**src/rtl/vga_pkg.sv**
```systemverilog
// rtl/vga_pkg.sv - shared 640x480@60 VGA timing constants
`timescale 1ns/1ps
package vga_pkg;

  // Horizontal line, in pixel clocks
  localparam logic [9:0] H_SYNC   = 10'd96;
  localparam logic [9:0] H_BP     = 10'd48;
  localparam logic [9:0] H_ACTIVE = 10'd640;
  localparam logic [9:0] H_FP     = 10'd16;
  localparam logic [9:0] H_TOTAL  = 10'd800;

  // Vertical frame, in lines
  localparam logic [9:0] V_SYNC   = 10'd2;
  localparam logic [9:0] V_BP     = 10'd33;
  localparam logic [9:0] V_ACTIVE = 10'd480;
  localparam logic [9:0] V_FP     = 10'd10;
  localparam logic [9:0] V_TOTAL  = 10'd525;

  // Active-area boundaries: start inclusive, end exclusive
  localparam logic [9:0] H_ACT_START = H_SYNC + H_BP;
  localparam logic [9:0] V_ACT_START = V_SYNC + V_BP;
  localparam logic [9:0] H_ACT_END   = H_ACT_START + H_ACTIVE;
  localparam logic [9:0] V_ACT_END   = V_ACT_START + V_ACTIVE;

  // Coordinate value driven when no pixel is being requested
  localparam logic [9:0] PIX_NONE = 10'h3FF;

endpackage

```
**src/rtl/vga_timing_ctrl.sv**
```systemverilog
// rtl/vga_timing_ctrl.sv - VGA raster timing with latency-compensated pixel fetch
`timescale 1ns/1ps
module vga_timing_ctrl
  import vga_pkg::*;
#(
  parameter int   DATA_LAT = 1,
  parameter logic SYNC_POL = 1'b0
) (
  input  logic        vga_clk,
  input  logic        sys_rst_n,
  input  logic [15:0] pix_data,
  output logic [9:0]  pix_x,
  output logic [9:0]  pix_y,
  output logic        pix_data_req,
  output logic        hsync,
  output logic        vsync,
  output logic        de,
  output logic [15:0] rgb,
  output logic        frame_start
);

  // Requests lead the active area by DATA_LAT so the returned pixel lands
  // in the same register stage that raises de for that column.
  localparam logic [9:0] REQ_H_START = H_ACT_START - 10'(DATA_LAT);
  localparam logic [9:0] REQ_H_END   = H_ACT_END - 10'(DATA_LAT);

  logic [9:0]  r_cnt_h;
  logic [9:0]  r_cnt_v;
  logic        r_hsync;
  logic        r_vsync;
  logic        r_de;
  logic [15:0] r_rgb;
  logic        r_frame_start;

  logic        w_h_last;
  logic        w_v_last;
  logic        w_active;
  logic        w_req;
  logic [9:0]  w_pix_x;
  logic [9:0]  w_pix_y;

  assign w_h_last = (r_cnt_h == H_TOTAL - 10'd1);
  assign w_v_last = (r_cnt_v == V_TOTAL - 10'd1);
  assign w_active = (r_cnt_h >= H_ACT_START) && (r_cnt_h < H_ACT_END) &&
                    (r_cnt_v >= V_ACT_START) && (r_cnt_v < V_ACT_END);

  // Request window and coordinates, decoded straight from the counters
  always_comb begin
    w_req   = (r_cnt_h >= REQ_H_START) && (r_cnt_h < REQ_H_END) &&
              (r_cnt_v >= V_ACT_START) && (r_cnt_v < V_ACT_END);
    w_pix_x = PIX_NONE;
    w_pix_y = PIX_NONE;
    if (w_req) begin
      w_pix_x = r_cnt_h - REQ_H_START;
      w_pix_y = r_cnt_v - V_ACT_START;
    end
  end

  // Horizontal/vertical raster counters; vertical steps at end of each line
  always_ff @(posedge vga_clk) begin
    if (!sys_rst_n) begin
      r_cnt_h <= '0;
      r_cnt_v <= '0;
    end else if (w_h_last) begin
      r_cnt_h <= '0;
      r_cnt_v <= w_v_last ? '0 : r_cnt_v + 10'd1;
    end else begin
      r_cnt_h <= r_cnt_h + 10'd1;
    end
  end

  // Registered display outputs, one cycle behind the counter state
  always_ff @(posedge vga_clk) begin
    if (!sys_rst_n) begin
      r_hsync       <= ~SYNC_POL;
      r_vsync       <= ~SYNC_POL;
      r_de          <= 1'b0;
      r_rgb         <= '0;
      r_frame_start <= 1'b0;
    end else begin
      r_hsync       <= (r_cnt_h < H_SYNC) ? SYNC_POL : ~SYNC_POL;
      r_vsync       <= (r_cnt_v < V_SYNC) ? SYNC_POL : ~SYNC_POL;
      r_de          <= w_active;
      r_rgb         <= w_active ? pix_data : 16'h0000;
      r_frame_start <= (r_cnt_h == '0) && (r_cnt_v == '0);
    end
  end

  assign pix_x        = w_pix_x;
  assign pix_y        = w_pix_y;
  assign pix_data_req = w_req;
  assign hsync        = r_hsync;
  assign vsync        = r_vsync;
  assign de           = r_de;
  assign rgb          = r_rgb;
  assign frame_start  = r_frame_start;

endmodule

```
**config.mk**
```make
export PLATFORM = sky130hd
export DESIGN_NAME = vga_timing_ctrl
export DESIGN_NICKNAME = d
export VERILOG_FILES = /design/src/rtl/vga_pkg.sv /design/src/rtl/vga_timing_ctrl.sv
export SDC_FILE = /design/constraint.sdc
export NUM_CORES = 1
export LEC_CHECK = 0
export CORE_ASPECT_RATIO = 0.9
export CORE_MARGIN = 2
export CORE_UTILIZATION = 25
export DETAILED_ROUTE_END_ITERATION = 7
export PLACE_DENSITY = 0.57
export SLEW_MARGIN = 5
export SYNTH_ARGS = -nofsm -noshare
export SYNTH_HDL_FRONTEND = slang
export SYNTH_SLANG_ARGS = --single-unit
```
**constraint.sdc**
```tcl
create_clock -name vga_clk -period 4.61 [get_ports vga_clk]
set_input_delay 0.461 -clock vga_clk [delete_from_list [all_inputs] [get_ports vga_clk]]
set_output_delay 0.461 -clock vga_clk [all_outputs]
set_load 0.02 [all_outputs]
```
==> out/metrics.yaml, run 1 <==
status:
  run_status: "completed"
drt:
  wl_per_cell_um: 13.3
  vias: 1850
  detail_route.iter0.violations: 55
  wl_um: 5110
  drc_errors: 0
  drt-pass1-iter-count: 4
  vias_per_cell: 4.82
  ant_nets: 0
sta:
  period_share: 0.782
  tns_ns: 0
  rsz0062_at_grt: "false"
  setup_viol: 0
  finalHoldViolations: 0
  fmaxAchievable_mhz: 277
  fin_crit_ns: 3.60
  tightest_slew_ns: 0.881
  slew_headroom: 0.412
  skew_ns: 0.00937
  slew_violations: 0
grt:
  grt_use_total: 0.115
  grt_pass1_vias: 1665
  grt_max_degree: 21
  grt_pass1_wl_um: 8390
  grt_overflow: 0
  antenna_found_initial: 0
worst_setup_path:
  r2r_end: "rgb[6]"
  r2r_cells: 5
  arrival_ns: 3.14
  crit_type: "flip-flop to primary output"
  critical_path.endpoint: "pix_data_req"
  crit_start: "r_cnt_v[0]"
  r2r-start: "r_cnt_v[0]"
  setup.worst_path.end_class: "primary output"
  crit_required_ns: 4.15
  cp-start-kind: "flip-flop"
  reg2reg_setup_slack_ns: 2.29
  critPathMaxFanout: 13
synth:
  yosysWarnings: 0
  synth.area.top_cells: "dfxtp_1 (38%), nand3_1 (5.7%), and2_1 (5.3%), xnor2_1 (4.6%), nor2_1 (3.0%)"
  ys_types: 46
  async_flop_share: 0
  ys_ff_latch: 40
  synth_edf_count: 0
  syn_nets: 261
  yosys-top-cells-count: "dfxtp_1 (40), nand3_1 (24), and2_1 (18)"
  yosysTopAreaCell: "dfxtp_1"
  synth_area_mm2: 0.00211
  netlist_instances: 239
  syn_avg_cell_area_um2: 8.82
  yosys.cell_count.top_type: "dfxtp_1"
  synth_top_flop_cell: "dfxtp_1"
  synth_top_area_share: 0.380
  yosysSeqAreaShare: 0.380
finish:
  syn2layout_area_growth_pct: 32.9
  finalNonFillerCells: 384
  antenna_cells: 0
  final_util: 0.346
  finalInstanceArea_mm2: 0.00280
  nNetsFinal: 306
  drive_above_1_share: 0.0737
placed_design:
  dpl_cell_area_mm2: 0.00268
  dp.cells: 376
  hpwl_um: 3590
  io_buffers: 58
  gp_congestion: 0.790
power:
  intPower_mw: 0.547
  switching_share: 0.215
  seqPwrFrac: 0.507
  p_comb_frac: 0.049
  p_switching_mw: 0.150
  ir_worst_vdd_v: 0.000113
  clkPwrFrac: 0.444
  leakage_nw: 1.00
  power_density_mw_per_mm2: 249
  finalPower_mw: 0.697
clock_tree:
  cts_tree: "built"
  insertion_delay_ns: 0.30
  postCtsSetupBuffers: 0
  clkTransAtPathRegs_ns: 0.08
  clk_path_buf_depth: 2
  htreeDepth: 2
  clockRootBuffer: "clkbuf_8"
  cts_hold_buf: 0
  post_cts_resized: 0
  cts_sinks: 40
  cts_buffers: 5
floorplanning:
  coreArea_mm2: 0.00811
  dieArea_mm2: 0.00918
  ios: 59
  die_h_um: 91.1
  initial_core_util: 0.260
  rows: 31
  die_w_um: 101
hold_path:
  min_path_type: "flip-flop to flip-flop"
run:
  maxCapViolations: 0
-- stage by stage --
stage	worst slack, ns	hold WS [ns]
after floorplan	2.34	0.460
after global placement	1.48	0.502
after detailed placement	1.39	0.509
after CTS	1.03	0.535
after global routing	0.721	0.562
final	1.01	0.525
-- state kept, by name, summed over array words and instances (netlist names) --
register / flops
hsync: 1
vsync: 1
rgb: 16
r_cnt_v: 10
frame_start: 1
de: 1
r_cnt_h: 10
-- power groups by stage --
stage          clock, mW  sequential [mW]  combinational, mW
3_5_place_dp           0            0.362             0.0342
5_1_grt            0.334            0.354             0.0367
4_1_cts            0.319            0.353             0.0345
3_3_place_gp           0            0.361             0.0342
6_report           0.310            0.353             0.0339
2_1_floorplan          0            0.362             0.0134
-- critical path, stage by stage, from the launching register on --
cell             delay [ns]
dfxtp_1                0.39
ha_1                   0.33
nor4_1                 0.28
nand4b_1               0.22
a21oi_1                0.56
buf_4                  0.31
and2_1                 0.14
clkdlybuf4s50_1        0.60
-- area by class of cell --
| cell class | instances | area [um^2] |
|---|---|---|
| multi-input combinational | 170 | 1140 |
| sequential | 40 | 801 |
| fill | 834 | 5300 |
| timing repair buffer | 59 | 588 |
| clock buffer | 6 | 82.6 |
| tap | 99 | 124 |
| inverter | 8 | 30.0 |
| clock inverter | 2 | 38.8 |
-- cell usage in the layout, fill, tap and decap left out, types with 2 or more instances in the layout --
cell type and n:
nor3_1 2, ha_1 4, nor2_1 17, clkdlybuf4s50_1 58, a211oi_1 2, nand3_1 24
and3_2 2, o31a_1 2, o31ai_1 6, clkbuf_8 6, xor2_1 7, and3_1 3
or4_1 3, dfxtp_1 40, or3_1 4, nand2_1 15, nor4_1 5, a21oi_1 9
nand4b_1 2, nand4_1 7, nand3b_1 2, a21boi_0 4, inv_1 8, o21ai_0 4
and2_1 18, xnor2_1 11
-- worst min path at each step --
stage / from / to / slack [ns] / depth (start not counted)
finish: r_cnt_h[0] / r_cnt_h[0] / 0.53 / 1
global route: r_cnt_h[0] / r_cnt_h[0] / 0.56 / 1
CTS: r_cnt_h[0] / r_cnt_h[0] / 0.53 / 1
detailed placement: r_cnt_h[0] / r_cnt_h[0] / 0.51 / 1
global placement: r_cnt_h[0] / r_cnt_h[0] / 0.50 / 1
floorplan: r_cnt_h[0] / r_cnt_h[0] / 0.46 / 1
-- kinds of logic (layout without fill, tap and decap cells) --
logic type               Yosys count  count (layout)  share of synthesized area
buffers and inverters             29              75                     0.0801
flip-flops                        40              40                      0.380
AND/OR/NAND/NOR                  113             113                      0.318
adder cells (fa/ha/maj)            4               4                     0.0237
XOR/XNOR                          18              18                     0.0748
AO/OA/AOI/OAI                     35              35                      0.123
-- routing by layer --
metal	up-vias	global-route usage	wire length, um
met3	5	0.0308	261
met1	854	0.163	2560
met4	0	0.0308	47
met5	-	0	0
met2	63	0.171	2240
li1	928	-	-
(Power assumes the default switching activity.)
==> inputs of run 2 (changes only) <==
PLACE_DENSITY = 0.59   (was 0.57)
clock period = 3 ns   (was 4.61 ns; I/O delays follow)
==> run 2 against run 1 <==
Sequential power grew 54%. Global-route usage grew 0.12 points. Flip-flop and latch count is the same. Highest routed layer unchanged. Critical path type unchanged.
==> out/metrics.yaml, run 2 (synthesis gave the netlist of run 1 again) <==
finish:
  finalNonFillerCells: 396  # +3.1%
  nNetsFinal: 319  # +4.2%
  final_common_cell: "clkdlybuf4s50_1"
  final_cell_mix: "clkdlybuf4s50_1 (58), dfxtp_1 (40), nand3_1 (24)"
  n_fill_cell: 843  # +1.1%
  drive_above_1_share: 0.118  # +0.0442
  final_util: 0.357  # +0.0108
  antenna_cells: 0  # unchanged
  syn2layout_area_growth_pct: 37.1
  largest_register_ff_count: 16  # unchanged
  finalInstanceArea_mm2: 0.00289  # +3.1%
hold_path:
  min_path_type: "flip-flop to flip-flop"
  min_path_cells: 1  # unchanged
  min_from: "r_cnt_h[0]"
  whs_endpoint: "r_cnt_h[0]"
floorplanning:
  coreArea_mm2: 0.00811  # unchanged
  rows: 31  # unchanged
  die_w_um: 101  # unchanged
  initial_core_util: 0.260  # unchanged
  die_h_um: 91.1  # unchanged
  dieArea_mm2: 0.00918  # unchanged
  ios: 59  # unchanged
clock_tree:
  cts_sinks: 40  # unchanged
  htreeDepth: 2  # unchanged
  clk_path_buf_depth: 2  # unchanged
  clockRootBuffer: "clkbuf_8"
  cts_buffers: 5  # unchanged
  cts_tree: "built"
  insertion_delay_ns: 0.28  # -0.02 ns
  clkTransAtPathRegs_ns: 0.08  # about the same
power:
  finalPower_mw: 0.946  # +36%
  leakage_nw: 1.05  # +5.0%
  power_density_mw_per_mm2: 327  # +32%
  p_switching_mw: 0.218  # +46%
  switching_share: 0.231  # +0.0161
  seqPwrFrac: 0.575  # +0.068
  ir_worst_vdd_v: 0.000144  # +28%
  clkPwrFrac: 0.369  # -0.075
  intPower_mw: 0.727  # +33%
  p_comb_frac: 0.057  # +0.008
sta:
  slew_violations: 0  # unchanged
  rsz0062_at_grt: "false"
  finalHoldViolations: 0  # unchanged
  tightest_slew_ns: 0.617  # -0.264 ns
  slew_headroom: 0.583  # +0.171
  fin_crit_ns: 2.86
  setup_viol: 0  # unchanged
  fmaxAchievable_mhz: 350
  tns_ns: 0  # unchanged
  period_share: 0.953
  skew_ns: 0.00344  # -0.00593 ns
worst_setup_path:
  critPathSlowestCell: "clkdlybuf4s50_1"
  setup.worst_path.end_class: "primary output"
  reg2reg_setup_slack_ns: 0.85  # -1.44 ns
  r2r_cells: 5  # unchanged
  cp-start-kind: "flip-flop"
  r2r-start: "r_cnt_h[0]"
  crit_required_ns: 2.70  # -1.45 ns
  critPathTopFamily: "buffers and inverters"
  crit_buf_inv: 2  # unchanged
  path_cells: "ha_4, o41ai_4, a21o_1, a21oi_1, buf_4, and2_1, clkdlybuf4s50_1"
  r2r_end: "r_cnt_v[7]"
  max_stage_delay_ns: 0.60  # about the same
  crit_start: "r_cnt_v[0]"
  critPathMaxFanout: 15  # +2
  arrival_ns: 2.56  # -0.58 ns
  crit_type: "flip-flop to primary output"
grt:
  grt_pass1_wl_um: 8600  # +2.5%
  grt_use_total: 0.116  # +0.00124
  grt_pass1_vias: 1731  # +4.0%
  antenna_found_initial: 0  # unchanged
  grt_max_degree: 18  # -14%
  grt_overflow: 0  # unchanged
drt:
  drt-pass1-iter-count: 4  # unchanged
  drc_errors: 0  # unchanged
  wl_um: 5250  # +2.7%
  detail_route.iter0.violations: 79  # +44%
  vias_per_cell: 4.79  # -0.57%
  wl_per_cell_um: 13.3  # -0.45%
  vias: 1897  # +2.5%
  ant_nets: 0  # unchanged
placed_design:
  gp_congestion: 0.807  # +2.2%
  io_buffers: 58  # unchanged
  dp.cells: 387  # +2.9%
  dpl_cell_area_mm2: 0.00276  # +3.1%
  hpwl_um: 3770  # +5.1%
status:
  run_status: "completed"
run:
  maxCapViolations: 0  # unchanged
## run 2: cell count changes in the layout (fill, tap and decap cells not counted), sizes merged
cell	delta
clkinvlp	+1
clkbuf	-1
bufinv	-1
buf	+13
## run 2: repair_timing
action                                  CTS  global route
pin swaps                                 1             0
endpoints found under the setup margin    2            17
gates resized for setup                   0             4
buffers inserted                          1             1
hold buffers                              0             0
## run 2: metrics by stage
stage / hold WS [ns] / setup WS (ns)
3_3_place_gp: 0.484 / 0.380
5_1_grt: 0.563 / 0.0158
2_1_floorplan: 0.422 / 0.887
4_1_cts: 0.526 / 0.00546
6_report: 0.521 / 0.140
3_5_place_dp: 0.498 / 0.312
## run 2: cell type report
class                   instances  area [um^2]  share of cell area
flip-flops and latches         40          801               0.277
clock inverters                 2         12.5             0.00433
inverters                       8         30.0              0.0104
multi-input cells             170         1170               0.404
well taps                      99          124              0.0429
clock buffers                   5         68.8              0.0238
repair buffers                 72          686               0.237
## run 2: worst max-delay path by stage
stage                   end  depth (start not counted)  slack [ns]
2_1_floorplan      pix_x[2]                          7        0.89
3_3_place_gp   pix_data_req                          7        0.38
3_5_place_dp   pix_data_req                          7        0.31
4_1_cts            pix_x[7]                          7       0.005
5_1_grt        pix_data_req                          7        0.02
6_report       pix_data_req                          7        0.14
## run 2: worst register-to-register path: stages (launching register included)
cell,delay [ns]
dfxtp_1,0.44
ha_1,0.31
nand4_4,0.17
or3_4,0.50
or4_1,0.53
a21oi_1,0.14
## run 2: power by group through the flow
| stage | logic, mW | registers (mW) | clock network, mW |
|---|---|---|---|
| floorplan | 0.0206 | 0.557 | 0 |
| global placement | 0.0537 | 0.555 | 0 |
| detailed placement | 0.0533 | 0.556 | 0 |
| CTS | 0.0544 | 0.543 | 0.370 |
| global route | 0.0579 | 0.544 | 0.388 |
| finish | 0.0534 | 0.543 | 0.349 |
## run 2: metal layers
| metal | part of all wire | GRT usage |
|---|---|---|
| met3 | 0.075 | 0.0285 |
| met2 | 0.43 | 0.178 |
| met5 | 0 | 0 |
| met1 | 0.49 | 0.165 |
| met4 | 0.0044 | 0.0228 |
